===== config.mk =====
export PLATFORM = sky130hd
export DESIGN_NAME = dense_weight_streamer
export DESIGN_NICKNAME = d
export VERILOG_FILES = /design/src/rtl/dense_weight_streamer.sv
export SDC_FILE = /design/constraint.sdc
export NUM_CORES = 1
export LEC_CHECK = 0
export ABC_AREA = 0
export ABC_CLOCK_PERIOD_IN_PS = 2770
export CELL_PAD_IN_SITES_DETAIL_PLACEMENT = 0
export CELL_PAD_IN_SITES_GLOBAL_PLACEMENT = 1
export CORE_MARGIN = 1.5
export CORE_UTILIZATION = 42
export DETAILED_ROUTE_END_ITERATION = 8
export PLACE_DENSITY = 0.77
export SYNTH_ARGS = -nofsm -noshare
export SYNTH_HDL_FRONTEND = slang
export SYNTH_SLANG_ARGS = --single-unit

===== constraint.sdc =====
create_clock -name clk -period 2.77 [get_ports clk]
set_input_delay 0.554 -clock clk [delete_from_list [all_inputs] [get_ports clk]]
set_output_delay 0.554 -clock clk [all_outputs]
set_load 0.1 [all_outputs]

===== src/rtl/dense_weight_streamer.sv =====
// rtl/dense_weight_streamer.sv - dense-layer weight ROM streaming LANES zero-point-corrected weights per beat
// ROM contents come from the WEIGHT_INIT parameter (weight n in bits [n*DATA_W +: DATA_W]).
module dense_weight_streamer #(
  parameter int NUM_WEIGHTS = 507,
  parameter int ADDR_W = 10,
  parameter int DATA_W = 8,
  parameter int LANES = 4,
  parameter int OFFSET = 0,
  parameter bit SATURATE = 1'b1,
  parameter logic [NUM_WEIGHTS*DATA_W-1:0] WEIGHT_INIT = '0
) (
  input  logic                      clk,
  input  logic                      rst_n,
  input  logic                      start,
  input  logic [ADDR_W-1:0]         base_addr,
  input  logic [ADDR_W:0]           count,
  output logic                      busy,
  output logic                      done,
  output logic                      oob,
  output logic                      m_valid,
  input  logic                      m_ready,
  output logic [LANES*DATA_W-1:0]   m_data,
  output logic [LANES-1:0]          m_keep,
  output logic                      m_last
);
  localparam int RW = ADDR_W + 2;
  localparam int BW = $clog2(NUM_WEIGHTS*DATA_W);
  localparam logic [DATA_W:0] OFF_EXT = (DATA_W+1)'(OFFSET);
  localparam logic [DATA_W-1:0] SMAX = {1'b0, {(DATA_W-1){1'b1}}};
  localparam logic [DATA_W-1:0] SMIN = {1'b1, {(DATA_W-1){1'b0}}};

  typedef enum logic [1:0] {S_IDLE, S_FETCH, S_DRAIN} state_t;
  state_t state_q, state_d;

  logic [ADDR_W-1:0]       base_q, base_d;
  logic [ADDR_W:0]         count_q, count_d;
  logic [RW-1:0]           rel_q, rel_d;
  logic                    oob_q, oob_d, done_q, done_d;
  logic                    rd_valid_q, rd_valid_d, rd_last_q, rd_last_d;
  logic [LANES-1:0]        rd_keep_q, rd_keep_d, rd_inr_q, rd_inr_d;
  logic [LANES*DATA_W-1:0] rd_word_q, rd_word_d;
  logic [1:0]              cnt_q, cnt_d;
  logic [LANES*DATA_W-1:0] head_data_q, head_data_d, tail_data_q, tail_data_d;
  logic [LANES-1:0]        head_keep_q, head_keep_d, tail_keep_q, tail_keep_d;
  logic                    head_last_q, head_last_d, tail_last_q, tail_last_d;
  logic                    issue, last_issue, pop, push;
  logic [LANES-1:0]        lane_oob;
  logic [LANES*DATA_W-1:0] proc_data;

  // Fetch only if the beat it produces is guaranteed a skid slot when it lands.
  always_comb begin
    pop        = (cnt_q != 2'd0) && m_ready;
    push       = rd_valid_q;
    issue      = (state_q == S_FETCH) && (count_q != '0) &&
                 (({1'b0, cnt_q} + {2'b0, rd_valid_q} + 3'd1) <= (3'd2 + {2'b0, pop}));
    last_issue = issue && ((rel_q + RW'(LANES)) >= {1'b0, count_q});
  end

  always_comb begin
    state_d = state_q;
    case (state_q)
      S_IDLE:  if (start) state_d = S_FETCH;
      S_FETCH: begin
        if (count_q == '0) state_d = S_IDLE;
        else if (last_issue) state_d = S_DRAIN;
      end
      S_DRAIN: if (pop && head_last_q) state_d = S_IDLE;
      default: state_d = S_IDLE;
    endcase
  end

  always_comb begin
    busy    = (state_q != S_IDLE);
    done    = done_q;
    oob     = oob_q;
    m_valid = (cnt_q != 2'd0);
    m_data  = head_data_q;
    m_keep  = head_keep_q;
    m_last  = head_last_q && (cnt_q != 2'd0);
  end

  always_comb begin
    base_d  = base_q;
    count_d = count_q;
    rel_d   = rel_q;
    oob_d   = oob_q;
    done_d  = 1'b0;
    if (state_q == S_IDLE && start) begin
      base_d  = base_addr;
      count_d = count;
      rel_d   = '0;
      oob_d   = 1'b0;
    end
    if (issue) begin
      rel_d = rel_q + RW'(LANES);
      oob_d = oob_q | (|lane_oob);
    end
    if (state_q == S_FETCH && count_q == '0) done_d = 1'b1;
    if (state_q == S_DRAIN && pop && head_last_q) done_d = 1'b1;
  end

  // Index math is RW bits wide so base+offset past the ADDR_W range reads as out of bounds.
  always_comb begin
    logic [RW-1:0] lane_rel;
    logic [RW-1:0] lane_idx;
    logic [BW-1:0] bit_idx;
    rd_valid_d = issue;
    rd_last_d  = last_issue;
    rd_keep_d  = '0;
    rd_inr_d   = '0;
    rd_word_d  = '0;
    lane_oob   = '0;
    for (int i = 0; i < LANES; i++) begin
      lane_rel     = rel_q + RW'(i);
      lane_idx     = RW'(base_q) + lane_rel;
      rd_keep_d[i] = (lane_rel < {1'b0, count_q});
      rd_inr_d[i]  = (lane_idx < RW'(NUM_WEIGHTS));
      bit_idx      = rd_inr_d[i] ? BW'(32'(lane_idx[ADDR_W-1:0]) * DATA_W) : '0;
      lane_oob[i]  = issue && rd_keep_d[i] && !rd_inr_d[i];
      if (rd_keep_d[i] && rd_inr_d[i]) rd_word_d[i*DATA_W +: DATA_W] = WEIGHT_INIT[bit_idx +: DATA_W];
    end
  end

  always_comb begin
    logic [DATA_W-1:0] w;
    logic [DATA_W:0]   sum;
    proc_data = '0;
    for (int i = 0; i < LANES; i++) begin
      w   = rd_word_q[i*DATA_W +: DATA_W];
      sum = {w[DATA_W-1], w} + OFF_EXT;
      if (rd_keep_q[i] && rd_inr_q[i]) begin
        if (SATURATE && (sum[DATA_W] != sum[DATA_W-1]))
          proc_data[i*DATA_W +: DATA_W] = sum[DATA_W] ? SMIN : SMAX;
        else
          proc_data[i*DATA_W +: DATA_W] = sum[DATA_W-1:0];
      end
    end
  end

  // Two-entry skid FIFO; the head entry is the output register.
  always_comb begin
    cnt_d       = cnt_q;
    head_data_d = head_data_q;
    head_keep_d = head_keep_q;
    head_last_d = head_last_q;
    tail_data_d = tail_data_q;
    tail_keep_d = tail_keep_q;
    tail_last_d = tail_last_q;
    case (cnt_q)
      2'd0: if (push) begin
        head_data_d = proc_data; head_keep_d = rd_keep_q; head_last_d = rd_last_q;
        cnt_d = 2'd1;
      end
      2'd1: begin
        if (pop && push) begin
          head_data_d = proc_data; head_keep_d = rd_keep_q; head_last_d = rd_last_q;
        end else if (pop) begin
          cnt_d = 2'd0;
        end else if (push) begin
          tail_data_d = proc_data; tail_keep_d = rd_keep_q; tail_last_d = rd_last_q;
          cnt_d = 2'd2;
        end
      end
      default: if (pop) begin
        head_data_d = tail_data_q; head_keep_d = tail_keep_q; head_last_d = tail_last_q;
        if (push) begin
          tail_data_d = proc_data; tail_keep_d = rd_keep_q; tail_last_d = rd_last_q;
        end else begin
          cnt_d = 2'd1;
        end
      end
    endcase
  end

  always_ff @(posedge clk or negedge rst_n) begin
    if (!rst_n) state_q <= S_IDLE;
    else        state_q <= state_d;
  end

  always_ff @(posedge clk or negedge rst_n) begin
    if (!rst_n) begin
      base_q <= '0; count_q <= '0; rel_q <= '0; oob_q <= 1'b0; done_q <= 1'b0;
      rd_valid_q <= 1'b0; rd_last_q <= 1'b0; rd_keep_q <= '0; rd_inr_q <= '0; rd_word_q <= '0;
      cnt_q <= 2'd0;
      head_data_q <= '0; head_keep_q <= '0; head_last_q <= 1'b0;
      tail_data_q <= '0; tail_keep_q <= '0; tail_last_q <= 1'b0;
    end else begin
      base_q <= base_d; count_q <= count_d; rel_q <= rel_d; oob_q <= oob_d; done_q <= done_d;
      rd_valid_q <= rd_valid_d; rd_last_q <= rd_last_d; rd_keep_q <= rd_keep_d;
      rd_inr_q <= rd_inr_d; rd_word_q <= rd_word_d;
      cnt_q <= cnt_d;
      head_data_q <= head_data_d; head_keep_q <= head_keep_d; head_last_q <= head_last_d;
      tail_data_q <= tail_data_d; tail_keep_q <= tail_keep_d; tail_last_q <= tail_last_d;
    end
  end
endmodule


==> summary by stage <==
Status
The flow ran to the end, and the final reports show no timing, DRC or antenna violations.

Synth
The complex-gate fraction of the synthesized area is 19.2%. The adder-cell share of the synthesized area is 17.0%. The proportion of register bits with asynchronous set or reset after synthesis is 100%. The number of flops mapped to enable cells by yosys is 0.

After synthesis the netlist holds a flip-flop and latch count of 61. In this run the cell area of the synthesized design comes to 0.00498 sq mm. The number of warnings issued by yosys is 0. The gate count of the mapped netlist is 580.

The number of nets handed over by synthesis was 672. The predominant post-synthesis flop cell is sky130_fd_sc_hd__dfrtp_1. After synthesis, flip-flops and latches occupy 30.7% of the total area. The synthesized netlist devotes 15.6% of its cell area to simple gates. The count of cell types in the netlist is 59. Each instance of the synthesized netlist takes up on average 8.58 sq um. The share of cell area taken by muxes after synthesis is 2.54%. Summing the areas of all xor and xnor instances in the mapped netlist gives 5.81% of the synthesized area.

By area, the combinational part of the netlist is dominated by compound AO/OA/AOI/OAI gates.

Timing
Summed over all failing endpoints, the final setup total negative slack is 0 ns. Final hold analysis gives a worst-case slack of 0.395 ns. Setup violations remaining at the end of the flow were counted as 0. The transition time of the tightest slew-check pin is 0.797 ns. The number of endpoints with negative hold slack in the final report came to 0. Setup repair after global routing left no endpoint under its margin.

The worst clock skew is 0.00650 ns. For this run, the top clock speed supported by timing is 385 MHz. The period utilization is 93.8%. The max-slew violation count is 0. In this run the tightest slew margin relative to its limit is 46.8%. After layout, the minimum clock period comes to 2.60 ns.

Worst setup path
The depth of the worst register-to-register path is 9. Counting both buffers and inverters, the worst setup path holds a total of 0. In this run the worst path has a maximum fanout of 8. The critical path is of the flip-flop to flip-flop type. Broken down by cell family, the worst path's largest delay share belongs to compound AO/OA/AOI/OAI gates.

The slowest stage of the critical path belongs to the cell sky130_fd_sc_hd__ha_1. Traced cell by cell, the critical path runs through ha_1, and2_1, nand2_1, a211oi_1, a31oi_1, o21ai_0, nand4_1, a211oi_1, a41oi_2. The critical path endpoint category is a flip-flop.

The worst setup path is launched from a flip-flop. For the worst setup path, the data required time is 2.98 ns. Among the stages of the critical path, the cell type that occurs most often is sky130_fd_sc_hd__a211oi_1.

For flop-to-flop paths, the worst setup slack is 0.17 ns. The arrival time of data at the critical path endpoint is 2.80 ns. The maximum cell stage delay along the critical path is 0.49 ns. The number of cells on the critical path is 9.

Placed design
Summed over all nets, the half-perimeter wirelength after detailed placement is 8.98 mm. At the end of routability-driven placement, the weighted congestion stood at 0.828. The placed instance count is 762. The quantity of I/O buffers inserted on ports is 65.

Die
The chip width is 112 um. The row count is 39. The starting density of the core is 43.4%.

The die boundary height is 112 um. The boundary pin count is 66. The region available for standard cell placement spans 0.0115 sq mm. The die covers 0.0125 sq mm.

Power and ir drop
Across the VDD grid, the largest voltage drop is 0.745 mV. The leakage power is 0.00293 uW. For this design the ratio of total power to cell area is 1110 mW/mm^2.

Global routing
The maximum number of pins on one net before global-route repair is 62. The via count of the first global-routing pass came to 4,086. Global routing consumed, on the met3 layer, 5.44% of the routing resources. The all-layer global routing usage is 20.1%. The first global-routing pass estimated 20.2 mm of wire. The routing usage on met2 is 32.6%.

The global route total overflow is 0. Global routing used 26.6% of the available met1 tracks. The initial antenna violation count came to 0. The most congested layer reported by global routing is met2.

Min path
The class of the tightest hold or removal check is input port to asynchronous set/reset pin.

Cells and area
After the flow finishes, the layout carries non-filler instances totaling 778. Relative to the synthesized area, the layout overhead comes to 19.3%. 0 antenna diodes ended up in the layout.

The share of cells above drive strength 1 is 16.7%. The total number of nets in the final design is 722. Measured on the finished design, the core utilization comes to 51.8%.

Clock network
The cell at the root of the clock tree is sky130_fd_sc_hd__clkbuf_16. The total number of clock tree sinks is 61. The number of setup buffers added after CTS is 0. In this run the number of H-tree levels came out at 3. In this run, CTS created clock tree buffers numbering 9. After clock tree synthesis, the clock-pin slew on the worst setup and hold paths is 0.06 ns. At the later pin of the worst-skew pair, clock insertion delay measures 0.34 ns. The maximum count of clock buffers along a single path is 2. The CTS tree is done.

Drt
After detailed routing, the total wire length is 11.7 mm. The final routed DRC violation total is 0. The number of vias in the routed layout is 4,175.

The count of nets left with antenna violations once routing finished came out at 0. The via-per-instance ratio is 5.37. The pre-antenna-repair detailed-routing pass consisted of 5 iterations. In the final routed layout, each cell accounts on average for 15.1 um. The DRC violation total after the first TritonRoute iteration is 235.

Run
The tool flagged a number of max-cap violations equal to 0.
synth_stat cells, types with 8 or more instances:
cell	count	area (sq um)
sky130_fd_sc_hd__ha_1	66	826
sky130_fd_sc_hd__a21o_1	8	60.1
sky130_fd_sc_hd__clkbuf_1	27	101
sky130_fd_sc_hd__a211oi_1	8	60.1
sky130_fd_sc_hd__xor2_1	19	166
sky130_fd_sc_hd__xnor2_1	14	123
sky130_fd_sc_hd__a21oi_1	24	120
sky130_fd_sc_hd__nand2_1	78	293
sky130_fd_sc_hd__nor3_1	9	45.0
sky130_fd_sc_hd__nand3_1	14	70.1
sky130_fd_sc_hd__nor2_1	25	93.8
sky130_fd_sc_hd__dfrtp_1	61	1530
sky130_fd_sc_hd__o21ai_0	45	225
sky130_fd_sc_hd__inv_1	30	113
sky130_fd_sc_hd__nor2b_1	9	56.3
sky130_fd_sc_hd__o21ai_1	12	60.1
sky130_fd_sc_hd__buf_4	28	210
per-stage QoR:
stage	worst slack (ns)	total power (uW)	area, sq um
2_1_floorplan	0.00428	4290	4980
3_3_place_gp	0.152	5280	5610
3_5_place_dp	0.136	5370	5610
4_1_cts	0.140	6630	5930
5_1_grt	0.00158	7230	5940
6_report	0.173	6610	5940
per-layer routing:
metal,part of all wire [%],vias to the layer above
met4,1.6,0
met2,46,109
met1,47,1956
li1,-,2095
met5,0,-
met3,5.2,15
path summary, 6_finish.rpt:
check                                              from                 endpoint
min in group clk                head_last_q$_DFFE_PN0P_  head_last_q$_DFFE_PN0P_
worst max register to register     rel_q[8]$_DFFE_PN0P_          oob$_DFFE_PN0P_
max in group asynchronous                         rst_n   m_data[15]$_DFFE_PN0P_
worst min register to register  head_last_q$_DFFE_PN0P_  head_last_q$_DFFE_PN0P_
worst max-delay path               rel_q[8]$_DFFE_PN0P_          oob$_DFFE_PN0P_
worst min-delay path                              rst_n      rd_last_q$_DFF_PN0_
cells in the final DEF, fill, tap and decap left out, drive strengths merged, types with 5 or more instances in the layout:
cell,synthesis,routed
a22o,6,6
nand2b,5,5
a31oi,6,6
o21ai,57,57
a21boi,6,6
clkbuf,27,9
buf,33,76
a21o,8,8
mux2i,7,7
dfrtp,61,61
nor2,25,25
nor3,9,9
o21a,5,5
and2,7,7
nor4,6,6
nand2,78,78
nor2b,9,9
clkdlybuf4s50,0,23
xnor2,14,14
inv,31,31
nand3,14,14
a211oi,9,9
xor2,19,19
o211ai,5,5
mux2,5,5
a21oi,25,25
ha,66,66
power breakdown:
group          total [uW]  leakage, uW  switching, uW  internal [uW]
combinational        3960      0.00203           2380           1580
sequential           1440     0.000748            254           1180
clock                1210     0.000151            431            782
registers in the layout, indices dropped and copies added, names as in the netlist:
signal       flops
cnt_q            2
m_data           4
done             1
m_keep           4
state_q          2
rd_keep_q        4
tail_keep_q      4
tail_last_q      1
oob              1
rd_last_q        1
push             1
head_last_q      1
count_q         11
tail_data_q      4
base_q          10
rel_q           10
final cells by class:
class	instances	area (sq um)
fill	1066	5530
sequential	61	1530
tap	143	179
timing repair buffer	99	798
clock inverter	7	90.1
multi-input combinational	428	3000
inverter	31	116
clock buffer	9	225
timing repair:
action	in CTS	in global routing
setup endpoints to repair	0	1
hold buffers	0	0
resized for setup	0	1
cell families after synthesis:
kind of cell,Yosys count
AND/OR/NAND/NOR,168
buffers and inverters,91
AO/OA/AOI/OAI,148
XOR/XNOR,33
flip-flops,61
multiplexers,12
adder cells (fa/ha/maj),67
(Power assumes the default switching activity.)
